### config.mk
export PLATFORM = sky130hd
export DESIGN_NAME = nibble_burst_accumulator
export DESIGN_NICKNAME = d
export VERILOG_FILES = /design/src/rtl/nibble_burst_accumulator.sv
export SDC_FILE = /design/constraint.sdc
export NUM_CORES = 1
export LEC_CHECK = 0
export CORE_UTILIZATION = 36
export CTS_BUF_LIST = sky130_fd_sc_hd__clkbuf_16
export DETAILED_ROUTE_END_ITERATION = 16
export PLACE_DENSITY = 0.85
export REMOVE_ABC_BUFFERS = 1
export SYNTH_ARGS = -nofsm -noshare
export SYNTH_HDL_FRONTEND = slang
export SYNTH_SLANG_ARGS = --single-unit
### constraint.sdc
create_clock -name clk -period 1.5 [get_ports clk]
set_input_delay 0.15 -clock clk [delete_from_list [all_inputs] [get_ports clk]]
set_output_delay 0.15 -clock clk [all_outputs]
set_load 0.005 [all_outputs]
### src/rtl/nibble_burst_accumulator.sv
// Operand stage for an external 4-bit adder: sums BURST_LEN samples and offers the total on valid/ready.
// Defining ACC_OVF_DETECT_EN adds a sticky per-burst wrap flag on ovf; otherwise ovf is tied low.
module nibble_burst_accumulator #(
  parameter int unsigned BURST_LEN = 4
) (
  input  logic       clk,
  input  logic       rst,
  input  logic       in_valid,
  output logic       in_ready,
  input  logic [3:0] in_data,
  output logic [3:0] add_a,
  output logic [3:0] add_b,
  input  logic [3:0] add_z,
  output logic       out_valid,
  input  logic       out_ready,
  output logic [3:0] out_sum,
  output logic       ovf
);

  localparam logic [0:0] ST_ACCUM = 1'b0;
  localparam logic [0:0] ST_HOLD  = 1'b1;
  localparam logic [3:0] LAST_CNT = 4'(BURST_LEN - 1);

  logic [0:0] state_q, state_d;
  logic [3:0] acc_q, acc_d;
  logic [3:0] cnt_q, cnt_d;
  logic       accept;
  logic       drain;

  assign in_ready  = (state_q == ST_ACCUM);
  assign out_valid = (state_q == ST_HOLD);
  assign accept    = in_valid & in_ready;
  assign drain     = out_valid & out_ready;

  assign add_a   = acc_q;
  assign add_b   = in_data;
  assign out_sum = acc_q;

  always_comb begin
    // NOTE: every _d gets its hold value first, so no path can infer a latch.
    state_d = state_q;
    acc_d   = acc_q;
    cnt_d   = cnt_q;
    if (accept) begin
      acc_d = add_z;
      if (cnt_q == LAST_CNT) begin
        state_d = ST_HOLD;
        cnt_d   = '0;
      end else begin
        cnt_d = cnt_q + 4'd1;
      end
    end else if (drain) begin
      // The next burst restarts from zero; the drain cycle itself takes no sample.
      acc_d   = '0;
      state_d = ST_ACCUM;
    end
  end

  always_ff @(posedge clk) begin
    // NOTE: non-blocking assignments so all state registers update together at the edge.
    if (rst) begin
      state_q <= ST_ACCUM;
      acc_q   <= '0;
      cnt_q   <= '0;
    end else begin
      state_q <= state_d;
      acc_q   <= acc_d;
      cnt_q   <= cnt_d;
    end
  end

`ifdef ACC_OVF_DETECT_EN
  logic ovf_q, ovf_d;

  // A 4-bit unsigned add wrapped exactly when the result is smaller than the old sum.
  always_comb begin
    ovf_d = ovf_q;
    if (accept) begin
      ovf_d = ovf_q | (add_z < acc_q);
    end else if (drain) begin
      ovf_d = 1'b0;
    end
  end

  always_ff @(posedge clk) begin
    if (rst) begin
      ovf_q <= 1'b0;
    end else begin
      ovf_q <= ovf_d;
    end
  end

  assign ovf = ovf_q;
`else
  assign ovf = 1'b0;
`endif

endmodule

==> impl_results.md <==
- Max-cap violations: 0
- Root Driver: clkbuf_16
- Routed WL: 899 µm
- Hold WC Path Type: input pin to output port
- Post-synthesis async set-or-reset flop share: 0%
- Number of cell rows: 13
- Leakage power: 0.263 nW
- Max clock buf depth: 2
- CP Data Arrival Time: 1200 ps
- DR vias: 425
- CTS Buf Count: 3
- Hold path depth: 0
- Fin. Hold Viols: 0
- Area grow syn2layout: 37.9%
- Fillers: 126
- Fmax: 0.741 GHz
- CP Buf/Inv Count: 1
- Post-synthesis cell count: 60
- Drt pass-1 iters: 3
- Endpoint type of the worst setup path: output port
- Post-synth top area cell: dfxtp_1
- Crit path time final: 1350 ps
- Full die area: 0.00154 mm²
- CTS Sinks: 9
- Nets@finish: 84
- WS Path Type: flop to output port
- Max-slew violation count: 0
- Crit-path max cell delay: 540 ps
- Initial Utilization: 38.3%
- Endpoint, Worst Hold: add_b[2]
- Worst vdd ir: 0.000999 V
- Top cells by area in the synthesized netlist: dfxtp_1, buf_4, a21oi_1
- Routability cong.: 0.667
- Total gr overflow: 0
- Clock latency at the later pin of the worst-skew pair: 230 ps
- Count of boundary I/O pins: 27
- Setup repair after global routing missed its margin: no
- Final cycle utilization of the critical path: 90.0%
- CTS Hold Bufs: 0
- Synth top cells by count: buf_4, dfxtp_1, nand2_1
- Cell Pwr Density: 1180 mW/mm²
- Post-synthesis cell area: 498 µm²
- Yosys warns: 0
- Vias/cell: 5.00
- Yosys top cell area share: 36.2%
- CTS tree: built
- Average size of a mapped cell: 8.30 µm²
- Diodes inserted: 0
- Clock transition at path regs: 40 ps
- CTS H-tree depth: 1
- Routed Antenna Nets: 0
- Status: completed
- Cells along the critical path: clkdlybuf4s50_1
- # setup viols final: 0
- Crit Reg-Reg Endpoint: cnt_q[0]
- Post-cts resize count: 0
- Share of layout cells above drive strength 1: 8.57%
- R2R Path Start: cnt_q[0]
- Delay-heaviest family, CP: buffers and inverters
- Number of flops mapped to enable cells by yosys: 0
- Total negative slack: 0 ps
- Synth cell types: 20
- Startpoint types: flop
- Die height: 39.2 µm
- Initial antenna violation count: 0
- Path depth of the worst reg2reg path: 4
- Seq/Total Area, Yosys: 36.2%
- Crit path max fanout: 12
- First-pass GRT wire length: 1390 µm
- Hold wc startpoint: in_data[2]
- Tot Pwr: 0.000808 W
- Vias in the first global route: 349
- Top FF cell, synth: dfxtp_1
- Worst Skew: 2.21 ps
- Number of DRC markers in iteration 0: 3
- Post-CTS setup buffers: 0
- DRC Markers: 0
- #FFs+latches synth: 9
- CP Data Required Time: 1350 ps
- Slowest-stage cell, CP: clkdlybuf4s50_1
- R2r setup slk: 300 ps
- Chip Width: 39.2 µm
- Post-DP HPWL: 684 µm
- Aggregate global-route resource usage: 13.1%
- DR WL/cell: 10.6 µm
- Buffers on Ports: 17
- Pin count of the biggest net entering global routing: 13
- Core area: 0.00130 mm²
-- report_power, final --
group	switching (W)	leakage, nW	internal [W]	total (W)
combinational	0.0000304	0.146	0.0000563	0.0000867
sequential	0.00000962	0.0742	0.000251	0.000261
clock	0.000112	0.0423	0.000348	0.000461
-- stage by stage --
stage	std cells	setup WS (ps)	area [µm²]	hold WS, ps	utilization, %
4_1_cts	85	10.8	686	300	52.7
6_report	85	150	687	300	52.8
3_5_place_dp	81	75.8	607	300	46.6
5_1_grt	85	103	687	300	52.8
2_1_floorplan	48	377	410	219	-
3_3_place_gp	81	103	607	300	46.6
-- worst max-delay path by stage --
| stage | from | endpoint | slack [ps] | depth (start not counted) |
|---|---|---|---|---|
| after floorplan | cnt_q[0] | cnt_q[0] | 380 | 4 |
| after global placement | in_valid | add_a[1] | 100 | 5 |
| after detailed placement | in_valid | cnt_q[2] | 80 | 4 |
| after CTS | out_valid | out_valid | 10 | 1 |
| after global routing | out_valid | out_valid | 100 | 1 |
| final | out_valid | out_valid | 150 | 1 |
-- flip-flops by register name, indices dropped and copies added (netlist names) --
name	flops
add_a	4
cnt_q	4
out_valid	1
-- kinds of logic after synthesis --
kind of cell	synth area share (%)
AOI/OAI and AO/OA	14.3
adders and majority gates	2.51
buffers and inverters	19.1
DFF	36.2
muxes	6.03
other	0.753
and+or+nand+nor	21.1
-- layer usage --
layer  part of all wire [%]  wire, µm  global-route usage, %  vias to the layer above
met2                     49       445                   21.3                       19
met3                    7.7        69                   6.36                        0
met1                     43       384                   16.6                      196
met5                      0         0                      0                        -
li1                       -         -                      -                      210
met4                      0         0                      0                        0
-- layout by cell type, fill, tap and decap left out, drive strengths merged, types with 2 or more instances in the layout --
cell	synthesis	layout
clkdlybuf4s50	0	17
inv	2	3
mux2i	3	3
nor2	5	5
clkbuf	0	3
a21oi	6	6
or3	2	2
dfxtp	9	9
o21ai	3	3
nor2b	2	2
nand2	7	7
o22a	3	3
-- final cells by class --
cell class / instances / area [µm²] / share of cell area [%]
multi-input cells: 37 / 223 / 32.4
flip-flops and latches: 9 / 181 / 26.4
repair buffers: 18 / 178 / 25.9
clock buffers: 3 / 75.1 / 10.9
well taps: 15 / 18.8 / 2.73
inverters: 2 / 7.51 / 1.09
clock inverters: 1 / 3.75 / 0.546
Note: power is estimated with default switching activity, not from simulation.
